File: src/rtl/ascon_ctrl_fsm.sv
// ascon_ctrl_fsm: control sequencer for the ASCON-128 permutation datapath.
// Runs a full AEAD pass: init (pa=12), one AD block (pb=6), NB_BLOCKS
// plaintext blocks, and finalisation (pa=12 with key XORs). The last
// plaintext block is absorbed in the first round of finalisation.
module ascon_ctrl_fsm #(
    parameter int NB_BLOCKS = 4
) (
    input  logic       clock_i,
    input  logic       reset_i,
    input  logic       start_i,
    input  logic       data_valid_i,
    output logic       data_sel_o,
    output logic       en_reg_state_o,
    output logic       en_xor_data_o,
    output logic       en_xor_key_o,
    output logic       en_xor_lsb_o,
    output logic       en_xor_key_end_o,
    output logic [3:0] round_o,
    output logic       en_cipher_o,
    output logic       en_tag_o,
    output logic       data_req_o,
    output logic       busy_o,
    output logic       done_o
);

    localparam int BLK_W = $clog2(NB_BLOCKS + 1);
    localparam logic [BLK_W-1:0] LAST_BLOCK = BLK_W'(NB_BLOCKS - 1);
    localparam logic [3:0] RND_PA   = 4'd0;   // first round of a 12-round phase
    localparam logic [3:0] RND_PB   = 4'd6;   // first round of a 6-round phase
    localparam logic [3:0] RND_LAST = 4'd11;  // every phase ends on round 11

    typedef enum logic [2:0] {
        S_IDLE,
        S_INIT,
        S_AD_WAIT,
        S_AD,
        S_PT_WAIT,
        S_PT,
        S_FIN,
        S_DONE
    } state_t;

    state_t           state_q, state_d;
    logic [3:0]       round_q, round_d;
    logic [BLK_W-1:0] block_q, block_d;
    logic             last_round;

    assign last_round = (round_q == RND_LAST);

    // State, round and block registers; reset drops any message in flight.
    // NOTE: sequential state uses non-blocking assignments so every register
    // samples the pre-edge value of the others, independent of block order.
    always_ff @(posedge clock_i) begin
        if (reset_i) begin
            state_q <= S_IDLE;
            round_q <= '0;
            block_q <= '0;
        end else begin
            state_q <= state_d;
            round_q <= round_d;
            block_q <= block_d;
        end
    end

    // Next-state logic; the round counter is held at 0 outside round phases.
    // NOTE: every variable gets a default before the case so no path leaves
    // it unassigned, which would otherwise infer a latch.
    always_comb begin
        state_d = state_q;
        round_d = round_q;
        block_d = block_q;
        unique case (state_q)
            S_IDLE: begin
                if (start_i) begin
                    state_d = S_INIT;
                    round_d = RND_PA;
                    block_d = '0;
                end
            end
            S_INIT: begin
                if (last_round) begin
                    state_d = S_AD_WAIT;
                    round_d = '0;
                end else begin
                    round_d = round_q + 4'd1;
                end
            end
            S_AD_WAIT: begin
                if (data_valid_i) begin
                    state_d = S_AD;
                    round_d = RND_PB;
                end
            end
            S_AD: begin
                if (last_round) begin
                    state_d = S_PT_WAIT;
                    round_d = '0;
                end else begin
                    round_d = round_q + 4'd1;
                end
            end
            S_PT_WAIT: begin
                // Block counter never passes LAST_BLOCK, so != means "more to do".
                if (data_valid_i) begin
                    if (block_q != LAST_BLOCK) begin
                        state_d = S_PT;
                        round_d = RND_PB;
                    end else begin
                        state_d = S_FIN;
                        round_d = RND_PA;
                    end
                end
            end
            S_PT: begin
                if (last_round) begin
                    state_d = S_PT_WAIT;
                    round_d = '0;
                    block_d = block_q + 1'b1;
                end else begin
                    round_d = round_q + 4'd1;
                end
            end
            S_FIN: begin
                if (last_round) begin
                    state_d = S_DONE;
                    round_d = '0;
                end else begin
                    round_d = round_q + 4'd1;
                end
            end
            S_DONE: begin
                if (start_i) begin
                    state_d = S_INIT;
                    round_d = RND_PA;
                    block_d = '0;
                end
            end
            default: begin
                state_d = S_IDLE;
                round_d = '0;
                block_d = '0;
            end
        endcase
    end

    // Moore output decode from state and round counter.
    always_comb begin
        data_sel_o       = 1'b0;
        en_reg_state_o   = 1'b0;
        en_xor_data_o    = 1'b0;
        en_xor_key_o     = 1'b0;
        en_xor_lsb_o     = 1'b0;
        en_xor_key_end_o = 1'b0;
        en_cipher_o      = 1'b0;
        en_tag_o         = 1'b0;
        data_req_o       = 1'b0;
        busy_o           = 1'b0;
        done_o           = 1'b0;
        round_o          = round_q;
        unique case (state_q)
            S_INIT: begin
                busy_o           = 1'b1;
                en_reg_state_o   = 1'b1;
                data_sel_o       = (round_q != RND_PA);  // round 0 takes fresh state_i
                en_xor_key_end_o = last_round;
            end
            S_AD: begin
                busy_o         = 1'b1;
                en_reg_state_o = 1'b1;
                data_sel_o     = 1'b1;
                en_xor_data_o  = (round_q == RND_PB);
                en_xor_lsb_o   = last_round;             // domain separation after AD
            end
            S_PT: begin
                busy_o         = 1'b1;
                en_reg_state_o = 1'b1;
                data_sel_o     = 1'b1;
                en_xor_data_o  = (round_q == RND_PB);
                en_cipher_o    = (round_q == RND_PB);
            end
            S_FIN: begin
                busy_o           = 1'b1;
                en_reg_state_o   = 1'b1;
                data_sel_o       = 1'b1;
                en_xor_data_o    = (round_q == RND_PA);  // last block absorbed here
                en_cipher_o      = (round_q == RND_PA);
                en_xor_key_o     = (round_q == RND_PA);
                en_xor_key_end_o = last_round;
                en_tag_o         = last_round;
            end
            S_AD_WAIT, S_PT_WAIT: begin
                busy_o     = 1'b1;
                data_req_o = 1'b1;
                round_o    = '0;
            end
            S_DONE: begin
                done_o  = 1'b1;
                round_o = '0;
            end
            default: begin
                round_o = '0;
            end
        endcase
    end

endmodule

File: config.mk
export PLATFORM = sky130hd
export DESIGN_NAME = ascon_ctrl_fsm
export DESIGN_NICKNAME = d
export VERILOG_FILES = /design/src/rtl/ascon_ctrl_fsm.sv
export SDC_FILE = /design/constraint.sdc
export NUM_CORES = 1
export LEC_CHECK = 0
export CAP_MARGIN = 40
export CORE_MARGIN = 4
export CORE_UTILIZATION = 52
export CTS_BUF_LIST = sky130_fd_sc_hd__clkbuf_4 sky130_fd_sc_hd__clkbuf_8
export DETAILED_ROUTE_END_ITERATION = 6
export PLACE_DENSITY = 0.92
export SLEW_MARGIN = 15
export SYNTH_ARGS = -nofsm -noshare
export SYNTH_HDL_FRONTEND = slang
export SYNTH_SLANG_ARGS = --single-unit
File: constraint.sdc
create_clock -name clock_i -period 2.02 [get_ports clock_i]
set_input_delay 0.404 -clock clock_i [delete_from_list [all_inputs] [get_ports clock_i]]
set_output_delay 0.404 -clock clock_i [all_outputs]
set_load 0.01 [all_outputs]
==> metrics.md <==
| Metric | Value |
|---|---|
| Worst Skew | `0.00399 ns` |
| Pwr Total | `1.26 mW` |
| ANT cells | `0` |
| Number of hold buffers added after CTS | `0` |
| Via Count | `934` |
| Max VDD drop | `0.737 mV` |
| Clock tree sinks | `10` |
| Max cap viols | `0` |
| Asr flop ratio synth | `0%` |
| Syn_nets | `121` |
| Total grt overflow | `0` |
| Fmax | `507 MHz` |
| Status | `finished, final reports clean` |
| CP delay by family, top | `buffers and inverters` |
| Leading area contributor after synthesis | `dfxtp_1` |
| IO buf count | `18` |
| Die X | `49.5 um` |
| Crit-path max cell delay | `0.54 ns` |
| Syn. warnings | `0` |
| Core ar. | `0.00156 sq mm` |
| Gr usage total | `19.9%` |
| Clock Path Buffers | `2` |
| Top Ports | `19` |
| Mean area per synthesized cell | `7.99 sq um` |
| Setup CP Type | `register to output port` |
| Clk Latency, worst-skew pair | `0.26 ns` |
| Global-route wire length before repair | `3.85 mm` |
| Post-DRT Antenna Nets | `0` |
| Top FF cell, synth | `dfxtp_1` |
| Worst Path Max Fanout | `6` |
| Layout fillers | `110` |
| P per Cell Area | `1040 mW/mm^2` |
| Vias in the first global route | `894` |
| Reg clk slew, reported paths | `0.06 ns` |
| Pins Over Slew Limit | `0` |
| Layout cells sized above 1 | `28.4%` |
| Syn Inst Count | `112` |
| DIE HEIGHT | `49.5 um` |
| Initial Util | `57.4%` |
| Row cnt | `14` |
| Initial antenna violation count | `0` |
| Distinct cells, synth | `43` |
| H-Tree Depth | `1` |
| Register area share after synthesis | `22.4%` |
| Count leader, synth | `a21oi_1` |
| CP max stage cell | `clkdlybuf4s50_1` |
| CTS tree | `yes` |
| Synthesized cell area | `895 sq um` |
| Fin crit share | `97.6%` |
| HP Class | `register to register` |
| Critical path data arrival time | `1.57 ns` |
| Util after Layout | `77.6%` |
| Leak | `0.536 nW` |
| Clk pwr share | `10.3%` |
| Req. time, crit path | `1.62 ns` |
| Fin nets | `152` |
| DP HPWL | `1.85 mm` |
| Seq pwr share | `23.6%` |
| Worst-path cell chain | `a21boi_1 -> or2_4 -> clkdlybuf4s50_1` |
| Average wire per standard cell | `15.4 um` |
| Slew of the pin with the lowest slew margin | `0.446 ns` |
| Largest net degree at the start of global routing | `15` |
| Int Pwr | `0.721 mW` |
| Synthesis-to-finish area growth | `35.2%` |
| Relative slew slack | `69.9%` |
| Final setup violation count | `0` |
| Sw power | `0.539 mW` |
| Total CTS buffers | `3` |
| CP endpoint kind | `output port` |
| CP bufs+invs | `1` |
| Top area cells in the synthesized netlist | `dfxtp_1 22%, a21oi_1 7.8%, ha_1 7.0%` |
| Drt drc | `0` |
| Logic pwr share | `66.2%` |
| Fin. Hold Viols | `0` |
| Post-synthesis register bit count | `10` |
| Initial drt markers | `13` |
| Drt first pass iters | `4` |
| Final GP Congestion | `0.832` |
| Net Sw Frac | `42.8%` |
| Post-synth EDFFs | `0` |
| Full die area | `0.00245 sq mm` |
| Final min period | `1.97 ns` |
| CTS root buffer | `clkbuf_4` |
| Placed instance area | `0.00116 sq mm` |
| Post-synth top cells | `14 x a21oi_1, 10 x dfxtp_1` |
| Final Instance Area | `0.00121 sq mm` |
| Vias per cell | `5.95` |
| Final WL | `2.42 mm` |
| Unrepaired setup endpoints after global routing | `no` |
| Synth top area share | `22.4%` |
| Startpoint types | `register` |
==> per-stage QoR <==
stage	setup slack (ns)	cells	hold WS [ns]	TNS (ns)
2_1_floorplan	0.378	112	0.448	0
3_3_place_gp	0.0331	152	0.454	0
3_5_place_dp	-0.0528	152	0.458	-0.139
4_1_cts	0.0112	157	0.467	0
5_1_grt	0.00783	157	0.489	0
6_report	0.0489	157	0.466	0
==> per-layer routing <==
metal	wire length [um]	vias up	track usage, %
li1	-	463	-
met1	1050	432	21.5
met2	1220	31	38.4
met3	74	8	1.81
met4	70	0	9.22
met5	0	-	0
==> cell families after synthesis <==
kind of cell	synth area share (%)
flip-flops	22.4
AO/OA/AOI/OAI	26.0
XOR/XNOR	0.979
buffers and inverters	8.81
AND/OR/NAND/NOR	33.6
multiplexers	1.26
adder cells (fa/ha/maj)	6.99
==> power groups by stage <==
| stage | logic [mW] | registers [mW] | clock network [mW] |
|---|---|---|---|
| final | 0.833 | 0.297 | 0.129 |
| after global routing | 0.902 | 0.297 | 0.149 |
| after CTS | 0.806 | 0.286 | 0.136 |
| after detailed placement | 0.800 | 0.284 | 0 |
| after global placement | 0.762 | 0.276 | 0 |
| after floorplan | 0.523 | 0.268 | 0 |
==> final timing paths <==
| path | from | to | slack (ns) | depth (start not counted) |
|---|---|---|---|---|
| hold / removal | block_q[2]$_SDFFE_PP0P_ | block_q[2]$_SDFFE_PP0P_ | 0.47 | 2 |
| setup reg to reg | state_q[2]$_SDFFE_PP0P_ | round_q[2]$_SDFFE_PP0P_ | 0.22 | 6 |
| setup / recovery | state_q[0]$_SDFFE_PP0P_ | en_reg_state_o | 0.05 | 3 |
| hold reg to reg | block_q[2]$_SDFFE_PP0P_ | block_q[2]$_SDFFE_PP0P_ | 0.47 | 2 |
==> repair_timing <==
action	CTS	global route
gates resized for setup	22	8
setup endpoints to repair	15	7
pin swaps	1	0
gates cloned	0	0
buffers inserted	2	0
hold endpoints to repair	0	0
==> state kept, by name, summed over array words and instances (netlist names) <==
register	flops
state_q	3
block_q	3
round_q	4
==> worst register-to-register path: stages (launching register included) <==
cell and delay [ns]:
dfxtp_1 0.35, buf_4 0.18, buf_4 0.22, or4b_4 0.50
o311ai_4 0.16, o21bai_1 0.19, a211oi_2 0.08
==> cells in the final DEF (no fill, tap or decap), types with 2 or more instances in the layout <==
master	n
buf_4	15
a21oi_1	14
dlygate4sd2_1	10
inv_1	6
nor2_1	6
nand2_1	6
nand3_1	6
dfxtp_1	6
ha_1	5
clkdlybuf4s50_1	5
and2_1	4
dfxtp_2	4
nor3_1	3
nand3b_1	3
or2_2	3
o21ai_0	3
clkbuf_4	3
nand2b_1	2
nor2b_1	2
a221oi_1	2
a211oi_2	2
o21bai_1	2
==> layout make-up <==
| type | count | area, sq um | area share [%] |
|---|---|---|---|
| Tap cell | 16 | 20.0 | 1.65 |
| Multi-Input combinational cell | 87 | 636 | 52.5 |
| Inverter | 6 | 22.5 | 1.86 |
| Clock buffer | 3 | 22.5 | 1.86 |
| Timing Repair Buffer | 35 | 304 | 25.1 |
| Sequential cell | 10 | 205 | 17.0 |
Power figures use the tool's default switching activity.
